[src/rtl/syn_fifo.sv]
// Single-clock FIFO, DATA_WIDTH x FIFO_SIZE, with registered read data and full/empty/overflow/underflow status.
// Latency: a write is readable from the edge after it lands; rdata updates on the edge that performs the read.
// Backpressure: a write while full or a read while empty is dropped and flagged with a one-cycle error pulse.
//
// Ports:
//   clk        single clock, rising edge
//   rst        asynchronous active-low reset
//   wr_en      write request; wdata sampled with it
//   wdata      write data word
//   full       FIFO holds FIFO_SIZE words (combinational from pointers)
//   overflow   registered pulse: the previous write was rejected
//   rd_en      read request
//   rdata      registered read data, holds when no read occurs
//   empty      FIFO holds zero words (combinational from pointers)
//   underflow  registered pulse: the previous read was rejected
module syn_fifo #(
  parameter int DATA_WIDTH = 8,
  parameter int FIFO_SIZE  = 16,   // power of two, >= 2
  localparam int PTR_WIDTH = $clog2(FIFO_SIZE)
) (
  input  logic                  clk,
  input  logic                  rst,
  input  logic                  wr_en,
  input  logic [DATA_WIDTH-1:0] wdata,
  output logic                  full,
  output logic                  overflow,
  input  logic                  rd_en,
  output logic [DATA_WIDTH-1:0] rdata,
  output logic                  empty,
  output logic                  underflow
);

  localparam logic [PTR_WIDTH:0] PTR_ONE = {{PTR_WIDTH{1'b0}}, 1'b1};

  // Pointers carry one extra wrap bit so full and empty are distinguishable
  // when the addresses coincide.
  logic [PTR_WIDTH:0]    wr_ptr;
  logic [PTR_WIDTH:0]    rd_ptr;
  logic [PTR_WIDTH-1:0]  wr_addr;
  logic [PTR_WIDTH-1:0]  rd_addr;
  logic                  wr_ok;
  logic                  rd_ok;

  logic [DATA_WIDTH-1:0] mem [FIFO_SIZE];

  assign wr_addr = wr_ptr[PTR_WIDTH-1:0];
  assign rd_addr = rd_ptr[PTR_WIDTH-1:0];

  // Flags depend only on registered pointers, so there is no combinational
  // path from the request inputs to full/empty.
  assign empty = (wr_ptr == rd_ptr);
  assign full  = (wr_addr == rd_addr) && (wr_ptr[PTR_WIDTH] != rd_ptr[PTR_WIDTH]);

  // Acceptance uses the pre-edge flags: a simultaneous read on a full FIFO
  // does not free a slot for the same-edge write, and vice versa when empty.
  assign wr_ok = wr_en && !full;
  assign rd_ok = rd_en && !empty;

  // Storage is deliberately not reset; stale contents are unreachable
  // because the pointers restart equal.
  always_ff @(posedge clk) begin
    if (wr_ok) begin
      mem[wr_addr] <= wdata;
    end
  end

  always_ff @(posedge clk or negedge rst) begin
    if (!rst) begin
      wr_ptr <= '0;
    end else if (wr_ok) begin
      wr_ptr <= wr_ptr + PTR_ONE;
    end
  end

  always_ff @(posedge clk or negedge rst) begin
    if (!rst) begin
      rd_ptr <= '0;
      rdata  <= '0;
    end else if (rd_ok) begin
      rd_ptr <= rd_ptr + PTR_ONE;
      rdata  <= mem[rd_addr];
    end
  end

  // Error pulses re-evaluate every cycle, so a run of rejected requests
  // keeps the corresponding flag high.
  always_ff @(posedge clk or negedge rst) begin
    if (!rst) begin
      overflow  <= 1'b0;
      underflow <= 1'b0;
    end else begin
      overflow  <= wr_en && full;
      underflow <= rd_en && empty;
    end
  end

endmodule

[config.mk]
export PLATFORM = sky130hd
export DESIGN_NAME = syn_fifo
export DESIGN_NICKNAME = d
export VERILOG_FILES = /design/src/rtl/syn_fifo.sv
export SDC_FILE = /design/constraint.sdc
export NUM_CORES = 1
export LEC_CHECK = 0
export ABC_AREA = 1
export CAP_MARGIN = 20
export CELL_PAD_IN_SITES_DETAIL_PLACEMENT = 0
export CELL_PAD_IN_SITES_GLOBAL_PLACEMENT = 1
export CORE_MARGIN = 10
export CORE_UTILIZATION = 50
export CTS_CLUSTER_SIZE = 30
export DETAILED_ROUTE_END_ITERATION = 6
export GPL_ROUTABILITY_DRIVEN = 0
export HOLD_SLACK_MARGIN = 0.15
export PLACE_DENSITY_LB_ADDON = 0.1
export SYNTH_ARGS = -nofsm -noshare
export SYNTH_HDL_FRONTEND = slang
export SYNTH_SLANG_ARGS = --single-unit
[constraint.sdc]
create_clock -name clk -period 7 [get_ports clk]
set_clock_uncertainty 0.15 [all_clocks]
set_input_delay 2.1 -clock clk [delete_from_list [all_inputs] [get_ports clk]]
set_output_delay 2.1 -clock clk [all_outputs]
set_load 0.01 [all_outputs]
# ---- Yosys cells after proc, flatten, opt, wreduce, memory -nomap -nowiden
# Memories as Yosys holds them, arrays and structs flattened. A register that Yosys moved wholly into a read port is not among the register bits.
# Index checks and enable logic that the tools add are counted.
dict set report totals {
  register_bits 12
  ram_bits 128
  in_bits 12
  elab_cells 20
  mem_count 1
}
# name depth width rd rd_ports_with_merged_regs wr line
set mem_list {}
lappend mem_list {mem 16 8 1 1 1 44} ;# logic [DATA_WIDTH-1:0] mem [FIFO_SIZE];
dict set report op_classes {
  n_addsub 2
  n_eq_ne 3
  n_mux 2
  reduce_logical 8
}
# op count
set ops {}
lappend ops {{5-bit by 1-bit adder with 5-bit output, second input constant} 2}
lappend ops {{5-bit == test} 1}
lappend ops {{1-bit logical AND} 5}
lappend ops {{4-bit == test} 1}
lappend ops {{1-bit logical NOT} 3}
lappend ops {{1-bit two-way mux} 2}
lappend ops {{1-bit inequality test} 1}

# ---- Depth between registers and ports, before layout
# Gate-level depths: netlist (run 1).
dict set report logic_depth {
  word_depth 6
  depth_mapped 12
  depth_no_buf 10
}

# ---- Worst setup path before layout (run 1)
# Ideal clock, no wire load.
dict set report synth_path {
  path_kind {input port to flip-flop}
  startpoint {in wr_en}
  endpoint {mem mem[11][0] (enable)}
  setup_ps 383
  arrival_ps 2963
  required_ps 6467
  setup_slack_ps 3504
  stages 3
  path_cell_list {nand2_1 > buf_2 > nor3_1}
}
dict set report synth_between {
  elab_chain_cells 3
}
# item line
set synth_rtl {}
lappend synth_rtl {{from (decl)} 23} ;# input logic wr_en,
lappend synth_rtl {{1-bit logical AND} 56} ;# assign wr_ok = wr_en && !full;
lappend synth_rtl {{1-bit two-way mux} 62} ;# if (wr_ok) begin
lappend synth_rtl {{1-bit two-way mux (implied by the code)} 63} ;# mem[wr_addr] <= wdata;
lappend synth_rtl {{to (decl)} 44}
# No other way between the ends.

# ---- Worst setup path in the final report (run 1)
dict set report layout_path {
  startpoint {reg rd_ptr[1]}
  endpoint {out empty}
}
dict set report layout_between {
  elab_chain_cells 1
}
# item line
set layout_rtl {}
lappend layout_rtl {{from (decl)} 38} ;# logic [PTR_WIDTH:0] rd_ptr;
lappend layout_rtl {{from (signal assigned)} 80} ;# rd_ptr <= rd_ptr + PTR_ONE;
lappend layout_rtl {{5-bit == test} 51} ;# assign empty = (wr_ptr == rd_ptr);
lappend layout_rtl {{to (decl)} 29} ;# output logic empty,
# No other way between the ends.

==> results of run 1 <==
==> final cells by class <==
cell class	count	area [um^2]	area share (%)
Clock buffer	17	425	5.58
Clock inverter	15	181	2.38
Inverter	140	526	6.90
Multi-Input combinational cell	377	1640	21.5
Sequential cell	148	4350	57.0
Tap cell	176	220	2.89
Timing Repair Buffer	28	280	3.68
==> worst max path at each step <==
| stage | to | slack, ps | cells past startpoint | from |
|---|---|---|---|---|
| 2_1_floorplan | mem[11][0] | 3500 | 3 | wr_en |
| 3_3_place_gp | mem[13][3] | 2210 | 3 | wr_en |
| 3_5_place_dp | mem[1][7] | 2210 | 3 | wr_en |
| 4_1_cts | empty | 2210 | 7 | rd_ptr[0] |
| 5_1_grt | empty | 2270 | 6 | rd_ptr[1] |
| 6_report | empty | 2450 | 6 | rd_ptr[1] |
==> metal layers <==
metal,global-route usage [%],routed length (um),vias to the layer above
met2,29.2,7940,144
met5,0,0,-
li1,-,-,2199
met3,3.71,904,16
met4,6.22,184,0
met1,24.8,7230,2290
==> cells by family (layout without fill, tap and decap cells) <==
| kind of cell | Yosys count | in the layout |
|---|---|---|
| adders and majority gates | 5 | 5 |
| buffers and inverters | 167 | 200 |
| xor gates and xnor gates | 9 | 9 |
| AOI/OAI and AO/OA | 3 | 3 |
| DFF | 148 | 148 |
| and+or+nand+nor | 360 | 360 |
==> registers in the layout (all words and copies together) (netlist names) <==
| signal | count |
|---|---|
| wr_ptr | 5 |
| mem | 128 |
| rd_ptr | 5 |
| overflow | 1 |
| underflow | 1 |
| rdata | 8 |
==> power groups by stage <==
stage	Clock, mW	Combinational (mW)	Sequential, mW
2_1_floorplan	0	0.671	1.15
3_3_place_gp	0	0.963	1.17
3_5_place_dp	0	0.971	1.17
4_1_cts	0.932	0.977	1.15
5_1_grt	0.976	1.11	1.16
6_report	0.921	0.990	1.15
==> Yosys cell counts <==
cell type	n
ha_1	5
xor2_1	5
inv_2	3
dfrtp_1	20
buf_1	2
buf_2	14
clkinv_1	2
o21ai_0	2
clkbuf_1	8
clkbuf_8	1
a21oi_2	1
edfxtp_1	128
xnor2_1	4
nand3_1	85
nor3_1	15
buf_4	2
nor2_1	5
nand2_2	1
nand2_1	254
inv_1	135
==> through the flow <==
step	util [%]	cell area, um^2	setup WS [ps]	cells
final	58.0	7620	2450	901
after global routing	58.0	7620	2270	901
after CTS	57.7	7580	2210	898
after detailed placement	53.1	6980	2210	866
after global placement	53.1	6980	2210	866
after floorplan	-	6650	3500	692
==> critical path, cell delays in order, from the launching register on <==
cell	delay, ps
dfrtp_1	380
inv_2	420
nand2_1	140
a21oi_2	190
nand3_1	140
inv_1	80
clkdlybuf4s50_1	530
==> cells in the final DEF (no fill, tap or decap), types with 2 or more instances in the layout <==
master and instances:
nand2_1 254, xor2_1 5, clkbuf_16 17, clkbuf_4 2, dfrtp_1 19, clkdlybuf4s50_1 23
nor3_1 15, bufinv_16 3, clkinvlp_4 6, nor2_1 5, inv_2 3, buf_4 2
edfxtp_1 128, inv_6 2, o21ai_0 2, nand3_1 85, inv_1 135, ha_1 5
xnor2_1 4, clkinv_1 3
==> reports/metrics.cfg, run 1 <==
[floorplan]
ios=24
die_y_um=135
die-area_um2=18300
die_w_um=135
initial_core_util_pct=50.6
fp.coreArea_um2=13100
num_rows=42

[cts]
cts_buffers=17
clkLatencyLatePin_ps=420
ctsHoldBuffers=0
cts.sinks=148
cts-root-buf=clkbuf_16
clk_path_buf_depth=2
path_clk_slew_ps=60
h-tree-depth=4
cts_tree=yes
cts_resized=0
postCtsSetupRepairBufs=0

[drt]
vias=4649
wire_per_inst_um=18.0
ant_nets=0
drc=0
viasPerCell=5.16
wirelength_um=16300
dr.pass1.iters=5
drt-initial-drc-count=501

[timing]
timing.fmax_mhz=220
report.final.hold_viol_count=0
hold_slack_ps=330
period_needed_ps=4550
rsz0062_at_grt=false
slew_violations=0
worstMarginPinSlew_ps=1030
setup_viol=0
post-route-period-util_pct=64.9
relSlewSlack_pct=30.7
tns_ps=0

[worst_setup_path]
endpoint_kind=output port
timing.rr.end=mem[13][1]
required_ps=4750
worst-setup-path-type=reg2out
r2r_start=rd_ptr[0]
startpoint_type=flop
r2r_setup_slack_ps=3530
ff2ff_path_depth=7
cp_max_fo=33
crit_arrival_ps=2300

[pwr]
leakage_nw=3.43
p_switching_mw=1.11
clkPwrFrac_pct=30.1
seqPwrFrac_pct=37.6
pwr_density_cell_nw_per_um2=402
p_int_mw=1.95
peakVddDrop_uv=206
p_total_mw=3.06
switching_share_pct=36.2
comb_power_share_pct=32.3

[yosys]
synth_compound_area_share_pct=0.282
syn_avg_cell_area_um2=9.60
yosysUniqueCellTypes=20
ys_warn_count=0
synth-xor-area-share_pct=1.19
synth-seq-cells=148
synthAdderAreaFrac_pct=0.941
ys_seq_area_share_pct=65.4
synth_top_family_by_area=simple AND/OR/NAND/NOR gates
synth_area_leaders=edfxtp_1 58%, nand2_1 14%, inv_1 7.6%
synth_simple_gate_area_share_pct=22.3
yosysTopAreaCell=edfxtp_1
synth_fp_nets=709
synthMuxAreaShare_pct=0
synth_top_area_share_pct=57.8
syn_area_um2=6650
synthCells=692

[final_layout]
fill_cells=1131
nets=729
area_growth_pct=14.6
diodes=0
drive_gt1_share_pct=5.79

[global_routing]
grt_usage_pct=18.4
grt-ovfl-total=0
antenna_found_initial=0
grt_pass1_vias=4612
grt_pass1_wl_um=25000
grt_max_degree=69

[hold_path]
holdPathStages=2
worstHoldEndpoint=rdata[5]
min_from=rdata[5]
hold_class=reg2reg

[run_status]
status=complete, no violations

[placement]
hpwl_um=10400
port_buffers=23

[job]
cap_violations=0

Power figures use the tool's default switching activity.
==> inputs of run 2 (changes only) <==
--- a/config.mk
+++ b/config.mk
@@ -10,7 +10,7 @@
 export CELL_PAD_IN_SITES_DETAIL_PLACEMENT = 0
 export CELL_PAD_IN_SITES_GLOBAL_PLACEMENT = 1
 export CORE_MARGIN = 10
-export CORE_UTILIZATION = 50
+export CORE_UTILIZATION = 43
 export CTS_CLUSTER_SIZE = 30
 export DETAILED_ROUTE_END_ITERATION = 6
 export GPL_ROUTABILITY_DRIVEN = 0
==> constraint.sdc (replaced) <==
create_clock -name clk -period 4 [get_ports clk]
set_clock_uncertainty 0.15 [all_clocks]
set_input_delay 1.2 -clock clk [delete_from_list [all_inputs] [get_ports clk]]
set_output_delay 1.2 -clock clk [all_outputs]
set_load 0.01 [all_outputs]
==> run 2 against run 1 <==
Register-to-register slack lost 1800 ps; sequential share of layout area fell by 1.2 points; sequential power rose by 77%; critical path depth shrank 1; final cell count grew 3.7%; total power up 76%; hold slack got worse by 3.7 ps; clock power grew 74%; non-clock buffer count grew 21; design area up 2.2%; routed wire length is 0.94% higher; critical path type unchanged; highest routed layer unchanged.
==> reports/metrics.cfg, run 2 (synthesized netlist as in run 1, its figures left out) <==
[cts]
h-tree-depth=4  ; unchanged
cts-root-buf=clkbuf_16
postCtsSetupRepairBufs=0  ; unchanged
cts_buffers=17  ; unchanged
clk_path_buf_depth=2  ; unchanged
path_clk_slew_ps=60  ; about the same
cts.sinks=148  ; unchanged
cts_resized=0  ; unchanged
ctsHoldBuffers=0  ; unchanged
clkLatencyLatePin_ps=420  ; about the same
cts_tree=yes

[final_layout]
layout_commonest_cell=nand2_1
layout_common_cells=254 x nand2_1, 135 x inv_1, 128 x edfxtp_1
largest_register_ffs=128  ; unchanged
drive_gt1_share_pct=8.18  ; +2.4 points
postLayoutCoreUtil_pct=51.4  ; -6.6 points
top_regs=mem: 128 flops, rdata: 8 flops
top_register=mem
nets=750  ; +2.9%
diodes=0  ; unchanged
area_growth_pct=17.1

[floorplan]
initial_core_util_pct=43.9  ; -6.7 points
fp.coreArea_um2=15100  ; +15%
ios=24  ; unchanged
die_y_um=144  ; +6.7%
die_w_um=144  ; +6.7%
die-area_um2=20800  ; +14%
num_rows=45  ; +7.1%

[worst_setup_path]
critPathMaxStageDelay_ps=550  ; +20 ps
cp_max_fo=15  ; -55%
slowest_stage=dfrtp_1
cp_top_family=buffers and inverters
timing.rr.end=rdata[1]
cp-startpoint=rd_ptr[2]
r2r_setup_slack_ps=1730  ; -1800 ps
required_ps=2650  ; -2100 ps
r2r_start=rd_ptr[0]
ff2ff_path_depth=11  ; +4
startpoint_type=flop
endpoint_kind=output port
crit_chain=xor2_1, nor2_1, nand3_1, inv_1, clkdlybuf4s50_1
crit_arrival_ps=2130  ; -170 ps
worst-setup-path-type=reg2out
cp_num_buf_inv=2  ; -1

[drt]
viasPerCell=4.92  ; -4.7%
vias=4591  ; -1.2%
drc=0  ; unchanged
top_layer_used=met4
wirelength_um=16400  ; +0.94%
wire_per_inst_um=17.6  ; -2.6%
ant_nets=0  ; unchanged
drt-initial-drc-count=431  ; -14%
dr.pass1.iters=5  ; unchanged
met3RoutedLength_um=857  ; -5.2%
drt-met1-wl_um=7350  ; +1.6%
wl_met2_um=7910  ; -0.33%

[timing]
timing.fmax_mhz=287
slew_violations=0  ; unchanged
worstMarginPinSlew_ps=882  ; -149 ps
setup_viol=0  ; unchanged
rsz0062_at_grt=false
tns_ps=0  ; unchanged
period_needed_ps=3480
report.final.hold_viol_count=0  ; unchanged
post-route-period-util_pct=87.1
worst_slack_ps=517  ; -1940 ps
relSlewSlack_pct=41.0  ; +10 points

[run_status]
status=complete, no violations

[global_routing]
grt_pass1_vias=4522  ; -2.0%
antenna_found_initial=0  ; unchanged
grt-ovfl-total=0  ; unchanged
grt_pass1_wl_um=25100  ; +0.36%
grt_max_degree=66  ; -4.3%
grt_usage_pct=16.5  ; -1.9 points

[placement]
port_buffers=23  ; unchanged
hpwl_um=10700  ; +2.8%
place_ws_ps=908  ; -1300 ps

[pwr]
leakage_nw=3.55  ; +3.5%
seqPwrFrac_pct=37.6  ; about the same
p_switching_mw=1.96  ; +77%
p_total_mw=5.39  ; +76%
pwr_density_cell_nw_per_um2=693  ; +72%
switching_share_pct=36.4  ; +0.12 points
peakVddDrop_uv=438  ; +110%
clkPwrFrac_pct=29.7  ; -0.4 points
p_int_mw=3.43  ; +76%
comb_power_share_pct=32.7  ; +0.4 points

[hold_path]
min_from=rdata[4]
holdPathStages=2  ; unchanged
hold_class=reg2reg
worstHoldEndpoint=rdata[4]

[job]
cap_violations=0  ; unchanged

## run 2: area by class of cell
class                           instances  area [um^2]
Inverter                              140          526
Sequential cell                       148         4350
Timing Repair Buffer                   49          445
Clock inverter                         13          159
Multi-Input combinational cell        377         1640
Tap cell                              188          235
Clock buffer                           19          433
Fill cell                            1389         7360
## run 2: how the worst max path moves through the flow
stage	slack, ps	endpoint	cells past startpoint
after detailed placement	910	empty	5
after global routing	340	full	5
after floorplan	1400	mem[11][0]	3
final	520	full	5
after CTS	460	empty	5
after global placement	930	empty	5
## run 2: tightest hold or removal path, delay by kind of cell, from the launching register on
| kind | cells | cell delay [ps] |
|---|---|---|
| simple gates | 2 | 100 |
| flops | 1 | 340 |
## run 2: through the flow
stage          hold slack, ps  instance area, um^2  std cells
2_1_floorplan             358                 6650        692
3_3_place_gp              317                 7160        901
3_5_place_dp              316                 7160        901
4_1_cts                   332                 7750        933
5_1_grt                   354                 7780        934
6_report                  326                 7780        934
## run 2: layer usage
metal,global-route usage [%],vias up
met3,4.20,19
met2,26.4,125
met4,5.64,0
li1,-,2250
met5,0,-
met1,21.4,2197
## run 2: power by group through the flow
| stage | sequential (mW) | combinational [mW] | clock (mW) |
|---|---|---|---|
| after floorplan | 2.02 | 1.17 | 0 |
| after global placement | 2.05 | 1.78 | 0 |
| after detailed placement | 2.06 | 1.77 | 0 |
| after CTS | 2.03 | 1.78 | 1.64 |
| after global routing | 2.06 | 1.98 | 1.71 |
| final | 2.03 | 1.76 | 1.60 |
==> inputs of run 3 (changes only) <==
--- a/config.mk
+++ b/config.mk
@@ -10,7 +10,7 @@
 export CELL_PAD_IN_SITES_DETAIL_PLACEMENT = 0
 export CELL_PAD_IN_SITES_GLOBAL_PLACEMENT = 1
 export CORE_MARGIN = 10
-export CORE_UTILIZATION = 43
+export CORE_UTILIZATION = 50
 export CTS_CLUSTER_SIZE = 30
 export DETAILED_ROUTE_END_ITERATION = 6
 export GPL_ROUTABILITY_DRIVEN = 0
==> constraint.sdc (replaced) <==
create_clock -name clk -period 4.2 [get_ports clk]
set_clock_uncertainty 0.15 [all_clocks]
set_input_delay 1.26 -clock clk [delete_from_list [all_inputs] [get_ports clk]]
set_output_delay 1.26 -clock clk [all_outputs]
set_load 0.01 [all_outputs]
==> run 3 against run 2 <==
Hold slack better by 3.5 ps; non-clock buffer count down 4; first-iteration DRC count down 14%; design area down 1.2%; register-to-register slack about the same; critical path depth unchanged; highest routed layer unchanged.
==> reports/metrics.cfg, run 3 (synthesized netlist as in run 1, its figures left out) <==
[job]
cap_violations=0  ; unchanged

[floorplan]
initial_core_util_pct=50.6  ; +6.7 points
die-area_um2=18300  ; -12%
fp.coreArea_um2=13100  ; -13%
die_y_um=135  ; -6.3%
die_w_um=135  ; -6.3%
ios=24  ; unchanged
num_rows=42  ; -6.7%

[global_routing]
grt_pass1_vias=4440  ; -1.8%
grt_usage_pct=18.2  ; +1.7 points
grt_max_degree=66  ; unchanged
antenna_found_initial=0  ; unchanged
grt-ovfl-total=0  ; unchanged
grt_pass1_wl_um=24500  ; -2.2%

[hold_path]
worstHoldEndpoint=rdata[4]
min_from=rdata[4]
holdPathStages=2  ; unchanged
hold_class=reg2reg

[timing]
post-route-period-util_pct=84.5
slew_violations=0  ; unchanged
period_needed_ps=3550
timing.fmax_mhz=282
rsz0062_at_grt=false
setup_viol=0  ; unchanged
relSlewSlack_pct=33.8  ; -7.2 points
tns_ps=0  ; unchanged
report.final.hold_viol_count=0  ; unchanged
worstMarginPinSlew_ps=990  ; +107 ps

[drt]
viasPerCell=4.97  ; +1.1%
wire_per_inst_um=17.2  ; -2.0%
dr.pass1.iters=6  ; +1
vias=4561  ; -0.65%
drc=0  ; unchanged
wirelength_um=15800  ; -3.7%
drt-initial-drc-count=370  ; -14%
ant_nets=0  ; unchanged

[worst_setup_path]
timing.rr.end=mem[5][0]
cp_max_fo=15  ; unchanged
crit_chain=xor2_1, nor2_1, nand3_1, inv_1, clkdlybuf4s50_1
required_ps=2790  ; +140 ps
r2r_setup_slack_ps=1740  ; about the same
ff2ff_path_depth=7  ; -4
endpoint_kind=output port
critPathMaxStageDelay_ps=560  ; about the same
crit_arrival_ps=2140  ; about the same
worst-setup-path-type=reg2out
startpoint_type=flop
slowest_stage=dfrtp_1
r2r_start=rd_ptr[2]

[cts]
clk_path_buf_depth=2  ; unchanged
cts_tree=yes
cts.sinks=148  ; unchanged
path_clk_slew_ps=60  ; about the same
clkLatencyLatePin_ps=420  ; about the same
ctsHoldBuffers=0  ; unchanged
cts_resized=0  ; unchanged
h-tree-depth=4  ; unchanged
cts-root-buf=clkbuf_16
postCtsSetupRepairBufs=0  ; unchanged
cts_buffers=17  ; unchanged

[placement]
placed_area_um2=7130  ; -0.52%
hpwl_um=10400  ; -2.8%
port_buffers=23  ; unchanged

[final_layout]
layout_common_cells=254 x nand2_1, 135 x inv_1, 128 x edfxtp_1
top_regs=mem: 128 flops, rdata: 8 flops
largest_register_ffs=128  ; unchanged
drive_gt1_share_pct=7.95  ; -0.23 points
top_register=mem
final_area_um2=7690  ; -1.2%
diodes=0  ; unchanged
area_growth_pct=15.7
nets=746  ; -0.53%
layout_commonest_cell=nand2_1

[run_status]
status=complete, no violations

[pwr]
peakVddDrop_uv=408  ; -6.7%
leakage_nw=3.52  ; -0.91%
pwr_density_cell_nw_per_um2=657  ; -5.2%

run 3: cell type report:
type	instances	area [um^2]
sequential	148	4350
clock inverter	14	136
timing repair buffer	45	395
inverter	140	526
tap	176	220
clock buffer	18	429
fill	1152	5450
multi-input combinational	377	1640
run 3: report_power, final:
group	internal, mW	total, mW	leakage (nW)	switching (mW)
clock network	0.867	1.45	0.279	0.579
registers	1.80	1.92	1.41	0.124
logic	0.534	1.68	1.83	1.15
total	3.20	5.05	3.52	1.85
run 3: worst max-delay path: cells and delay by family, from the launching register on:
kind / cells / cell delay [ps]
AND/OR/NAND/NOR: 2 / 310
flip-flops: 1 / 560
XOR/XNOR: 1 / 240
buffers and inverters: 2 / 610
run 3: layer usage:
| metal | vias up | routed length (um) | global-route usage [%] |
|---|---|---|---|
| li1 | 2244 | - | - |
| met1 | 2182 | 7200 | 24.9 |
| met2 | 117 | 7570 | 28.6 |
| met3 | 18 | 842 | 3.86 |
| met4 | 0 | 189 | 5.32 |
| met5 | - | 0 | 0 |
run 3: how the worst max path moves through the flow:
stage / startpoint / endpoint / slack (ps) / cells after the start
5_1_grt: rd_ptr[2] / empty / 480 / 5
3_3_place_gp: wr_en / mem[8][0] / 1070 / 5
2_1_floorplan: wr_en / mem[11][0] / 1540 / 3
3_5_place_dp: wr_en / mem[5][0] / 1030 / 5
4_1_cts: rd_ptr[2] / empty / 620 / 5
6_report: rd_ptr[2] / empty / 650 / 5
run 3: stage by stage:
| stage | instances | hold slack (ps) | util [%] | setup WS (ps) | total power [mW] |
|---|---|---|---|---|---|
| 2_1_floorplan | 692 | 358 | - | 1540 | 3.04 |
| 3_3_place_gp | 886 | 314 | 54.2 | 1070 | 3.63 |
| 3_5_place_dp | 886 | 319 | 54.2 | 1030 | 3.63 |
| 4_1_cts | 918 | 335 | 58.5 | 618 | 5.07 |
| 5_1_grt | 918 | 358 | 58.5 | 481 | 5.35 |
| 6_report | 918 | 330 | 58.5 | 653 | 5.05 |
